`src/rtl/axi4_lite_pkg.sv`:
```
// Shared response codes, FSM state enums and address helpers for the AXI4-Lite slave.
package axi4_lite_pkg;

    localparam logic [1:0] RESP_OKAY   = 2'b00;
    localparam logic [1:0] RESP_SLVERR = 2'b10;

    typedef enum logic [1:0] {
        WR_IDLE,
        WR_WAIT_W,
        WR_WAIT_AW,
        WR_RESP
    } wr_state_t;

    typedef enum logic {
        RD_IDLE,
        RD_RESP
    } rd_state_t;

    function automatic logic addr_in_range(input logic [31:0] addr, input int idx_w);
        return (addr >> (idx_w + 2)) == 32'd0;
    endfunction

endpackage

```
`src/rtl/axi4_lite_regfile.sv`:
```
// Byte-strobed 32-bit register array: one write port, one combinational read port.
module axi4_lite_regfile
    import axi4_lite_pkg::*;
#(
    parameter int NUM_REGS = 16,
    localparam int IDX_W = $clog2(NUM_REGS)
) (
    input  logic                   clk,
    input  logic                   rst,
    input  logic                   we,
    input  logic [IDX_W-1:0]       widx,
    input  logic [31:0]            wdata,
    input  logic [3:0]             wstrb,
    input  logic [IDX_W-1:0]       ridx,
    output logic [31:0]            rdata,
    output logic [NUM_REGS*32-1:0] q
);

    logic [31:0] regs [NUM_REGS];

    always_ff @(posedge clk) begin
        if (rst) begin
            for (int i = 0; i < NUM_REGS; i++) regs[i] <= '0;
        end else if (we) begin
            for (int b = 0; b < 4; b++) begin
                if (wstrb[b]) regs[widx][8*b +: 8] <= wdata[8*b +: 8];
            end
        end
    end

    assign rdata = regs[ridx];

    for (genvar i = 0; i < NUM_REGS; i++) begin : g_flat
        assign q[32*i +: 32] = regs[i];
    end

endmodule

```
`src/rtl/axi4_lite_slave.sv`:
```
// AXI4-Lite register slave with independent read/write FSMs.
// Define AXIL_SLV_ADDR_CHECK_EN to answer out-of-range addresses with SLVERR.
module axi4_lite_slave
    import axi4_lite_pkg::*;
#(
    parameter int NUM_REGS = 16,
    localparam int IDX_W = $clog2(NUM_REGS)
) (
    input  logic                   clk,
    input  logic                   rst,
    input  logic [31:0]            S_AXI_AWADDR,
    input  logic                   S_AXI_AWVALID,
    output logic                   S_AXI_AWREADY,
    input  logic [31:0]            S_AXI_WDATA,
    input  logic [3:0]             S_AXI_WSTRB,
    input  logic                   S_AXI_WVALID,
    output logic                   S_AXI_WREADY,
    output logic [1:0]             S_AXI_BRESP,
    output logic                   S_AXI_BVALID,
    input  logic                   S_AXI_BREADY,
    input  logic [31:0]            S_AXI_ARADDR,
    input  logic                   S_AXI_ARVALID,
    output logic                   S_AXI_ARREADY,
    output logic [31:0]            S_AXI_RDATA,
    output logic [1:0]             S_AXI_RRESP,
    output logic                   S_AXI_RVALID,
    input  logic                   S_AXI_RREADY,
    output logic [NUM_REGS*32-1:0] Reg_Q,
    output logic                   Wr_Pulse,
    output logic [IDX_W-1:0]       Wr_Idx
);

    wr_state_t   wr_state;
    rd_state_t   rd_state;
    logic        aw_rdy_q, w_rdy_q, ar_rdy_q;
    logic [31:0] aw_addr_q, w_data_q;
    logic [3:0]  w_strb_q;
    logic        aw_hs, w_hs, ar_hs;
    logic        wr_fire, wr_ok, rd_ok;
    logic [31:0] wr_addr, wr_data, reg_rdata;
    logic [3:0]  wr_strb;
    logic        unused_addr;

    // Ready flags hold the idle value through reset and are masked while rst is high.
    assign S_AXI_AWREADY = aw_rdy_q & ~rst;
    assign S_AXI_WREADY  = w_rdy_q & ~rst;
    assign S_AXI_ARREADY = ar_rdy_q & ~rst;

    assign aw_hs = S_AXI_AWVALID & S_AXI_AWREADY;
    assign w_hs  = S_AXI_WVALID & S_AXI_WREADY;
    assign ar_hs = S_AXI_ARVALID & S_AXI_ARREADY;

    always_comb begin
        wr_fire = 1'b0;
        wr_addr = aw_addr_q;
        wr_data = w_data_q;
        wr_strb = w_strb_q;
        case (wr_state)
            WR_IDLE: begin
                wr_fire = aw_hs & w_hs;
                wr_addr = S_AXI_AWADDR;
                wr_data = S_AXI_WDATA;
                wr_strb = S_AXI_WSTRB;
            end
            WR_WAIT_W: begin
                wr_fire = w_hs;
                wr_data = S_AXI_WDATA;
                wr_strb = S_AXI_WSTRB;
            end
            WR_WAIT_AW: begin
                wr_fire = aw_hs;
                wr_addr = S_AXI_AWADDR;
            end
            default: ;
        endcase
    end

`ifdef AXIL_SLV_ADDR_CHECK_EN
    assign wr_ok = addr_in_range(wr_addr, IDX_W);
    assign rd_ok = addr_in_range(S_AXI_ARADDR, IDX_W);
`else
    assign wr_ok = 1'b1;
    assign rd_ok = 1'b1;
`endif

    assign unused_addr = ^{wr_addr, S_AXI_ARADDR};

    axi4_lite_regfile #(.NUM_REGS(NUM_REGS)) u_regfile (
        .clk   (clk),
        .rst   (rst),
        .we    (wr_fire & wr_ok),
        .widx  (wr_addr[IDX_W+1:2]),
        .wdata (wr_data),
        .wstrb (wr_strb),
        .ridx  (S_AXI_ARADDR[IDX_W+1:2]),
        .rdata (reg_rdata),
        .q     (Reg_Q)
    );

    always_ff @(posedge clk) begin
        if (rst) begin
            wr_state     <= WR_IDLE;
            aw_rdy_q     <= 1'b1;
            w_rdy_q      <= 1'b1;
            S_AXI_BVALID <= 1'b0;
            S_AXI_BRESP  <= RESP_OKAY;
            Wr_Pulse     <= 1'b0;
            Wr_Idx       <= '0;
            aw_addr_q    <= '0;
            w_data_q     <= '0;
            w_strb_q     <= '0;
        end else begin
            Wr_Pulse <= wr_fire & wr_ok;
            if (wr_fire & wr_ok) Wr_Idx <= wr_addr[IDX_W+1:2];
            if (wr_fire) begin
                wr_state     <= WR_RESP;
                aw_rdy_q     <= 1'b0;
                w_rdy_q      <= 1'b0;
                S_AXI_BVALID <= 1'b1;
                S_AXI_BRESP  <= wr_ok ? RESP_OKAY : RESP_SLVERR;
            end else begin
                case (wr_state)
                    WR_IDLE: begin
                        if (aw_hs) begin
                            aw_addr_q <= S_AXI_AWADDR;
                            aw_rdy_q  <= 1'b0;
                            wr_state  <= WR_WAIT_W;
                        end else if (w_hs) begin
                            w_data_q <= S_AXI_WDATA;
                            w_strb_q <= S_AXI_WSTRB;
                            w_rdy_q  <= 1'b0;
                            wr_state <= WR_WAIT_AW;
                        end
                    end
                    WR_RESP: begin
                        if (S_AXI_BREADY) begin
                            S_AXI_BVALID <= 1'b0;
                            aw_rdy_q     <= 1'b1;
                            w_rdy_q      <= 1'b1;
                            wr_state     <= WR_IDLE;
                        end
                    end
                    default: ;
                endcase
            end
        end
    end

    always_ff @(posedge clk) begin
        if (rst) begin
            rd_state     <= RD_IDLE;
            ar_rdy_q     <= 1'b1;
            S_AXI_RVALID <= 1'b0;
            S_AXI_RRESP  <= RESP_OKAY;
            S_AXI_RDATA  <= '0;
        end else begin
            case (rd_state)
                RD_IDLE: begin
                    if (ar_hs) begin
                        S_AXI_RDATA  <= rd_ok ? reg_rdata : 32'd0;
                        S_AXI_RRESP  <= rd_ok ? RESP_OKAY : RESP_SLVERR;
                        S_AXI_RVALID <= 1'b1;
                        ar_rdy_q     <= 1'b0;
                        rd_state     <= RD_RESP;
                    end
                end
                RD_RESP: begin
                    if (S_AXI_RREADY) begin
                        S_AXI_RVALID <= 1'b0;
                        ar_rdy_q     <= 1'b1;
                        rd_state     <= RD_IDLE;
                    end
                end
                default: ;
            endcase
        end
    end

endmodule

```
`config.mk`:
```
export PLATFORM = sky130hd
export DESIGN_NAME = axi4_lite_slave
export DESIGN_NICKNAME = d
export VERILOG_FILES = /design/src/rtl/axi4_lite_pkg.sv /design/src/rtl/axi4_lite_regfile.sv /design/src/rtl/axi4_lite_slave.sv
export SDC_FILE = /design/constraint.sdc
export NUM_CORES = 1
export LEC_CHECK = 0
export CORE_ASPECT_RATIO = 0.8
export CORE_UTILIZATION = 40
export CTS_CLUSTER_SIZE = 28
export DETAILED_ROUTE_END_ITERATION = 16
export PLACE_DENSITY = 0.7
export SLEW_MARGIN = 10
export SYNTH_ARGS = -nofsm -noshare
export SYNTH_HDL_FRONTEND = slang
export SYNTH_SLANG_ARGS = --single-unit
```
`constraint.sdc`:
```
create_clock -name clk -period 5.8 [get_ports clk]
set_input_delay 1.74 -clock clk [delete_from_list [all_inputs] [get_ports clk]]
set_output_delay 1.74 -clock clk [all_outputs]
set_load 0.01 [all_outputs]
```
# Word level (Yosys, flattened, before mapping)

Memory sizes are Yosys's and may differ from the RTL's. A register that Yosys moved wholly into a read port is not among the register bits.
Index checks and enable logic that the tools add are counted.

Output and inout port bits: 558
Memories kept: 1
Input bits: 107
Logic and storage cells: 99
Register bits after elaboration: 55
Bits in writable memories: 512

Memories:

| memory         | words | bits a word | read ports | clocked after Yosys merged registers in | wr ports | line                    | RTL |
|---|---|---|---|---|---|---|---|
| u_regfile.regs | 16    | 32          | 17         | 1                                       | 16       | axi4_lite_regfile.sv:19 | `logic [31:0] regs [NUM_REGS];` |

Bitwise gates (word level): 11
Multiplexer cells: 50
Equality and inequality tests: 10
Reduce and logical (&&, ||, !) cells: 15

Operators with widths:

| kind               | number |
|---|---|
| $mux 32            | 2 |
| $mux 1             | 33 |
| $reduce_or 32->1   | 1 |
| $mux 4             | 3 |
| $ne 3x2->1 const B | 4 |
| $pmux 1 s2         | 5 |
| $reduce_and 3->1   | 3 |
| $mux 2             | 4 |
| $reduce_and 4->1   | 2 |
| $and 1x1->1        | 7 |
| $mux 6             | 1 |
| $reduce_and 2->1   | 3 |
| $eq 2x2->1 const B | 2 |
| $ne 2x2->1 const B | 2 |
| $ne 4x3->1 const B | 1 |
| $not 1->1          | 4 |
| $pmux 2 s2         | 1 |
| $reduce_bool 2->1  | 2 |
| $reduce_or 2->1    | 2 |
| $pmux 1 s3         | 1 |
| $reduce_bool 3->1  | 1 |
| $eq 2x1->1 const B | 1 |
| $logic_not 2->1    | 1 |

# Longest topological paths before layout

Gate-level depths: netlist of the first run.

Depth after elaboration: 10
Depth in mapped cells: 9
Mapped depth without buffers: 7

# Cells and area by module

From an unflattened synthesis of the first run, not the netlist that was laid out.

Cells, all modules: 1,966
Area, all modules: 26,311.5 µm²

By module, submodules not included:

| module            | instances | area an instance (µm²) | seq. area each (µm²) | cells an instance |
|---|---|---|---|---|
| axi4_lite_regfile | 1         | 22,301.4               | 15,374.7             | 1,526 |
| axi4_lite_slave   | 1         | 4,010.1                | 1,701.6              | 440 |

# Least setup slack after synthesis of the first run

No wires, ideal clock.

Path type: input to output
Start: in rst
End: out S_AXI_ARREADY
Buffers on the path: 3
Slack: 1.402 ns
Required time: 4.060 ns
Arrival time: 2.658 ns
Stages on the path: 4
Cell sequence: clkbuf_1 > clkbuf_1 > clkbuf_1 > nor2b_1

Cells in the longest elaborated chain, start to end: 2

RTL lines:

| what            | line                  | RTL |
|---|---|---|
| start, declared | axi4_lite_slave.sv:10 | `input logic rst,` |
| $not 1->1       | axi4_lite_slave.sv:47 | `assign S_AXI_ARREADY = ar_rdy_q & ~rst;` |
| $and 1x1->1     | axi4_lite_slave.sv:47 |  |
| end, declared   | axi4_lite_slave.sv:23 | `output logic S_AXI_ARREADY,` |

No other way between the ends.

==> key figures, run 1 <==
Power
  • Power Internal: 8.458 mW
  • LEAKAGE: about 12 nW
  • Worst vdd ir: between 0.2 and 0.25 mV
  • Clock share of power: ~36%
  • Combinational cell fraction of total power: 21.8%
  • Total power: between 10 and 15 mW
  • Switching power total: 3.670 mW
  • Switching Fraction: a little under a third
  • Reg power frac: between 40% and 50%
  • Pwr dens: around 330 nW/µm²

Global routing
  • Pin count of the biggest net entering global routing: a little over 60
  • Met2 Use GR: a little over two fifths
  • Vias in the first global route: 19126
  • GR peak layer: met2
  • Grt ovf: 0
  • Initial antenna violation count: 4
  • GRT met3 Usage: under 10%
  • First-pass GRT wire length: 138.7 mm
  • Met1 Usage GRT: 38.57%
  • GRT Total Usage: 26.95%

Clock network
  • Clock Latency Late Sink: 620 ps
  • Root buffer cell: clkbuf_16
  • H-Tree Depth: 2
  • Cts repair resizes: 0
  • TritonCTS Buffers: between 60 and 70
  • CTS tree: built
  • Reg clk slew, reported paths: roughly 60 ps
  • Post-CTS setup buffer count: 0
  • Post-CTS Hold Fix Bufs: 0
  • Clk sinks: ~600
  • CTS Buffer Depth: 3

STA
  • Clock skew: 20.89 ps
  • Count of final setup violators: 0
  • Maximum operating frequency: about 230 MHz
  • Period utilization: 76.21%
  • Final hold vios: 0
  • Normalized max-slew margin: between 20% and 30%
  • Post-route setup slack: between 1000 and 1500 ps
  • Final min period: 4420 ps
  • Unrepaired setup endpoints after global routing: no
  • Measured slew at the worst slew-check pin: roughly 1100 ps
  • Setup TNS: 0 ps
  • Slew Limit Fails: 0

Setup path
  • Slowest-stage cell, CP: nor2_1
  • Required @ worst endpoint: between 6000 and 7000 ps
  • Worst path cell trace: inv_1, ha_1, nor2_1, mux2i_1, nand2_1, buf_4, o21bai_1
  • WP data arrival: between 4000 and 5000 ps
  • Maximum fanout along the worst path: 36
  • Crit path capture type: register
  • CP Class: reg -> reg
  • CP startpoint kind: register
  • Largest stage delay on the critical path: 980 ps

Flow run
  • Maxcap violations: 0

Cells and area
  • # nets final: approximately 2700
  • Final Cell Area: between 30000 and 40000 µm²
  • Most common library cell in the layout ignoring fill and taps: clkdlybuf4s50_1
  • Most frequent cells in the layout: clkdlybuf4s50_1, edfxtp_1, nor2_1, nor2_2, mux2i_1
  • Diodes inserted: 0
  • Fillers: 5659
  • Share of layout cells above drive strength 1: about a quarter
  • Register Area: about 17000 µm²
  • Area used by multi-input combinational logic: between 9000 and 10000 µm²
  • Area grow syn2layout: 32.24%
  • Final core occ: 53.53%

Route
  • Via Count: between 15000 and 20000
  • Final ANT Viol Nets: 0
  • Iter 0 DRT Violations: 2341
  • Total Routed Length: about 98 mm
  • DRT Pass-1 Iters: 5
  • # DRC: 0
  • WL per Instance: 27.88 µm
  • Vias per inst: between 5 and 6

Run status
  • Status: finished, final reports clean

Logic synthesis
  • Post-synthesis cell type count: 50
  • Yosys Warn Count: 0
  • Post-synthesis cell count: roughly 2000
  • EDFF count, synth: around 510
  • Syn Area/Cell: roughly 14 µm²
  • Sequential area share after synthesis: 61.26%
  • Yosys reg bits: 597
  • Main flop type after synthesis: edfxtp_1
  • Share of synthesized registers carrying an async set or reset: 0%
  • Synthesized area: ~28000 µm²

Min path
  • Hold Crit Class: reg -> reg

Place
  • Routability-driven placement congestion ratio: between 0.9 and 1
  • Port bufs: just over 600
  • Area after DPL: roughly 35000 µm²
  • Placed wire-length estimate: between 70 and 80 mm
  • Pre-CTS setup slack: 1078 ps

Floorplan
  • DIE AREA: 70760 µm²
  • Initial core utilization: 40.48%
  • IO Count: around 670
  • Die W: roughly 300 µm
  • Die Y: approximately 240 µm
  • Row count: 86
  • Core Region: just under 70000 µm²
per-layer routing:
layer	wire length (µm)	vias to the layer above
li1	-	8469
met1	41080	10054
met2	45020	1216
met3	9887	134
met4	2382	4
met5	22	-
logic make-up after synthesis:
group / share of synthesized area, %
other: 0.01345
AO/OA/AOI/OAI: 9.466
multiplexers: 12.90
buffers and inverters: 3.887
adder cells (fa/ha/maj): 0.1795
AND/OR/NAND/NOR: 12.29
flip-flops: 61.26
critical path, delay by kind of cell (launching register included):
family          cells  cell delay [ps]
compound gates      1              820
buf+inv             2              430
fa+ha+maj           1              500
flops               1              390
simple gates        2             1100
mux                 1              770
worst paths after layout:
path,from,cells after the start,to,slack [ps]
worst max-delay path,wr_state[0],7,u_regfile.regs[15][20],1380
worst min-delay path,w_data_q[26],2,w_data_q[26],450
worst max register to register,wr_state[0],7,u_regfile.regs[15][20],1380
worst min register to register,w_data_q[26],2,w_data_q[26],450
power groups by stage:
| stage | clock network [mW] | registers, mW | logic (mW) |
|---|---|---|---|
| after floorplan | 0 | 5.16 | 1.62 |
| after global routing | 4.62 | 5.08 | 2.78 |
| after CTS | 4.46 | 5.06 | 2.64 |
| after detailed placement | 0 | 5.15 | 2.63 |
| final | 4.42 | 5.06 | 2.65 |
| after global placement | 0 | 5.14 | 2.58 |
cells in the mapped netlist, types with 5 or more instances:
cell       instances  share of area, %
a21oi_1           47              0.84
a21oi_4            5              0.29
a22oi_1           32              0.86
a32oi_1           22              0.69
buf_2             59               1.1
buf_4             11              0.30
buf_6             37               1.5
clkbuf_1          68              0.92
dfxtp_1           85               6.1
edfxtp_1         512                55
inv_1              5             0.067
mux2_2            33               1.3
mux2i_1          104               3.7
mux4_2            97               7.8
nand2_1          106               1.4
nand2b_1          32              0.72
nand3_1            5             0.090
nor2_1           279               3.8
nor2_2           240               5.4
nor2b_1            7              0.16
o2111ai_4         32               3.0
o211ai_1          20              0.54
o21ai_0           33              0.59
o21bai_1          66               1.8
metrics by stage:
step | std cells | hold slack, ps
after detailed placement | 3414 | 443.2
final | 3529 | 453.0
after global routing | 3529 | 467.7
after CTS | 3529 | 451.7
after global placement | 3414 | 439.1
after floorplan | 1995 | 431.7
layout make-up:
class,count,area share (%)
multi-input combinational,1214,26.55
timing repair buffer,674,17.82
tap,924,3.136
inverter,5,0.05091
clock inverter,49,1.819
sequential,597,46.32
clock buffer,66,4.307
flip-flops by register name, indices dropped and copies added (netlist names):
name and cells:
S_AXI_BVALID 1, S_AXI_RDATA 32, S_AXI_RVALID 1, Wr_Idx 4, Wr_Pulse 1, ar_rdy_q 1
aw_addr_q 4, aw_rdy_q 1, rd_state 1, u_regfile.regs 512, w_data_q 32, w_rdy_q 1
w_strb_q 4, wr_state 2
Note: power is estimated with default switching activity, not from simulation.
==> run 2, diff against run 1 <==
PLACE_DENSITY = 0.72   (was 0.7)
clock period = 3.8 ns   (was 5.8 ns; I/O delays follow)
==> run 2 against run 1 <==
Final cell count up 2.9%. Total power grew 49%. Critical path type unchanged. Via count is 2.1% higher. Maximum frequency grew 39%.
==> key figures, run 2 (same netlist as run 1, synthesis figures left out) <==
Run status
  • Status: finished, final reports clean

Cells and area
  • Largest Register: u_regfile.regs
  • Area used by multi-input combinational logic: 9784 µm²
  • # nets final: around 2800
  • Most frequent cells in the layout: clkdlybuf4s50_1, edfxtp_1, nor2_1, nor2_2, buf_4
  • Register Area: between 15000 and 20000 µm²
  • Top flop regs: u_regfile.regs: 512 flops, S_AXI_RDATA: 32 flops, w_data_q: 32 flops
  • Final Cell Area: 37530 µm²
  • Area grow syn2layout: 34.63%
  • Fillers: 5603
  • Most common library cell in the layout ignoring fill and taps: clkdlybuf4s50_1
  • Share of layout cells above drive strength 1: roughly a quarter
  • Largest register FFs: slightly above 500

Clock network
  • H-Tree Depth: 2
  • TritonCTS Buffers: 60
  • Reg clk slew, reported paths: about 70 ps
  • Post-CTS setup buffer count: 0
  • CTS Buffer Depth: 3
  • Root buffer cell: clkbuf_16
  • Post-CTS Hold Fix Bufs: 0
  • Clk sinks: between 500 and 600
  • CTS tree: built
  • Clock Latency Late Sink: ~620 ps
  • Cts repair resizes: 0

Floorplan
  • Core Region: a little under 70000 µm²
  • IO Count: around 670
  • Die Y: 238.1 µm
  • DIE AREA: 70760 µm²
  • Row count: 86
  • Die W: 297.2 µm
  • Initial core utilization: 40.48%

Route
  • DRT Pass-1 Iters: 5
  • Total Routed Length: 99.71 mm
  • Final ANT Viol Nets: 0
  • Iter 0 DRT Violations: 2077
  • WL met2: 45.45 mm
  • M1 WL: between 40 and 50 mm
  • # DRC: 0
  • Vias per inst: between 5 and 6
  • WL per Instance: 27.44 µm
  • WL met3: around 11 mm
  • Max layer used: met4
  • Via Count: 20290

Setup path
  • Maximum fanout along the worst path: 17
  • Crit path capture type: register
  • CP startpoint kind: register
  • Stages on worst setup path: 9
  • Slowest-stage cell, CP: ha_1
  • Required @ worst endpoint: 4120 ps
  • Worst path buffer plus inverter count: 4
  • Worst R2R End: u_regfile.regs[1][17]
  • Worst path cell trace: inv_1, ha_1, nor2_1, buf_4, o31ai_1, buf_4, nand2_2, o21bai_1, buf_4
  • CP dominant cell by count: buf_4
  • Reg2Reg Setup Slack: 610 ps
  • Largest stage delay on the critical path: around 610 ps
  • RR Startpoint: wr_state[0]
  • WP data arrival: 3510 ps
  • Critical Path Source: wr_state[0]
  • Reg2reg path depth: 9
  • CP Class: reg -> reg
  • CP Capture Point: u_regfile.regs[1][17]
  • Crit-path leading delay family: buffers and inverters

STA
  • Final min period: approximately 3200 ps
  • Clock skew: about 27 ps
  • Slew Limit Fails: 0
  • Period utilization: a little over four fifths
  • Final hold vios: 0
  • Unrepaired setup endpoints after global routing: no
  • Maximum operating frequency: 313.5 MHz
  • Measured slew at the worst slew-check pin: 926.3 ps
  • Setup TNS: 0 ps
  • Count of final setup violators: 0
  • Normalized max-slew margin: a little under two fifths

Power
  • LEAKAGE: between 10 and 15 nW
  • Worst vdd ir: ~0.34 mV
  • Pwr dens: between 400 and 500 nW/µm²

Flow run
  • Maxcap violations: 0

Min path
  • Hold path cells: 2
  • Hold Crit Class: reg -> reg

Global routing
  • Vias in the first global route: 19519
  • Initial antenna violation count: 2
  • First-pass GRT wire length: ~140 mm
  • Pin count of the biggest net entering global routing: 64
  • Grt ovf: 0
  • GRT Total Usage: 27.30%

Place
  • Area after DPL: ~36000 µm²
  • Routability-driven placement congestion ratio: 0.9422
  • Port bufs: 604
  • Placed wire-length estimate: roughly 77 mm
## run 2: worst min-delay path by stage
| stage | startpoint | endpoint | slack (ps) |
|---|---|---|---|
| 6_report | w_data_q[30] | w_data_q[30] | 460 |
| 4_1_cts | w_data_q[18] | w_data_q[18] | 450 |
| 3_3_place_gp | w_data_q[31] | w_data_q[31] | 440 |
| 3_5_place_dp | w_data_q[18] | w_data_q[18] | 440 |
| 2_1_floorplan | w_strb_q[0] | w_strb_q[0] | 430 |
| 5_1_grt | w_data_q[6] | w_data_q[6] | 470 |
## run 2: stage by stage
| step | total power, mW | std cells | setup slack (ps) | utilization (%) | hold WS (ps) |
|---|---|---|---|---|---|
| after floorplan | 10.34 | 1995 | 602.1 | - | 431.7 |
| after CTS | 18.14 | 3632 | 666.8 | 54.49 | 453.6 |
| final | 18.10 | 3633 | 610.0 | 54.50 | 456.5 |
| after detailed placement | 12.08 | 3519 | 185.2 | 51.58 | 444.5 |
| after global routing | 18.65 | 3632 | 468.0 | 54.49 | 472.1 |
| after global placement | 11.98 | 3519 | 293.5 | 51.58 | 440.1 |
## run 2: power by group
part / total, mW / internal (mW) / switching (mW)
Combinational: 4.27 / 1.58 / 2.69
Sequential: 7.71 / 7.44 / 0.261
Clock: 6.13 / 3.52 / 2.60
Total: 18.1 / 12.6 / 5.55
## run 2: routing by layer
| metal | vias up | track usage (%) |
|---|---|---|
| met5 | - | 0 |
| met4 | 0 | 8.654 |
| met3 | 154 | 7.475 |
| met2 | 1214 | 42.06 |
| met1 | 10261 | 37.51 |
| li1 | 8661 | - |
## run 2: cell type report
type,count,area share (%)
multi-input combinational,1214,26.07
tap,924,3.080
clock inverter,41,1.127
sequential,597,45.50
clock buffer,72,4.231
timing repair buffer,779,19.94
inverter,5,0.05001
antenna,1,0.006668
## run 2: worst register-to-register path, cell delays in order, from the launching register on
cell      delay (ps)
dfxtp_1          340
inv_1            120
ha_1             610
nor2_1           120
buf_4            230
o31ai_1          540
buf_4            260
nand2_2          220
o21bai_1         250
buf_4            220
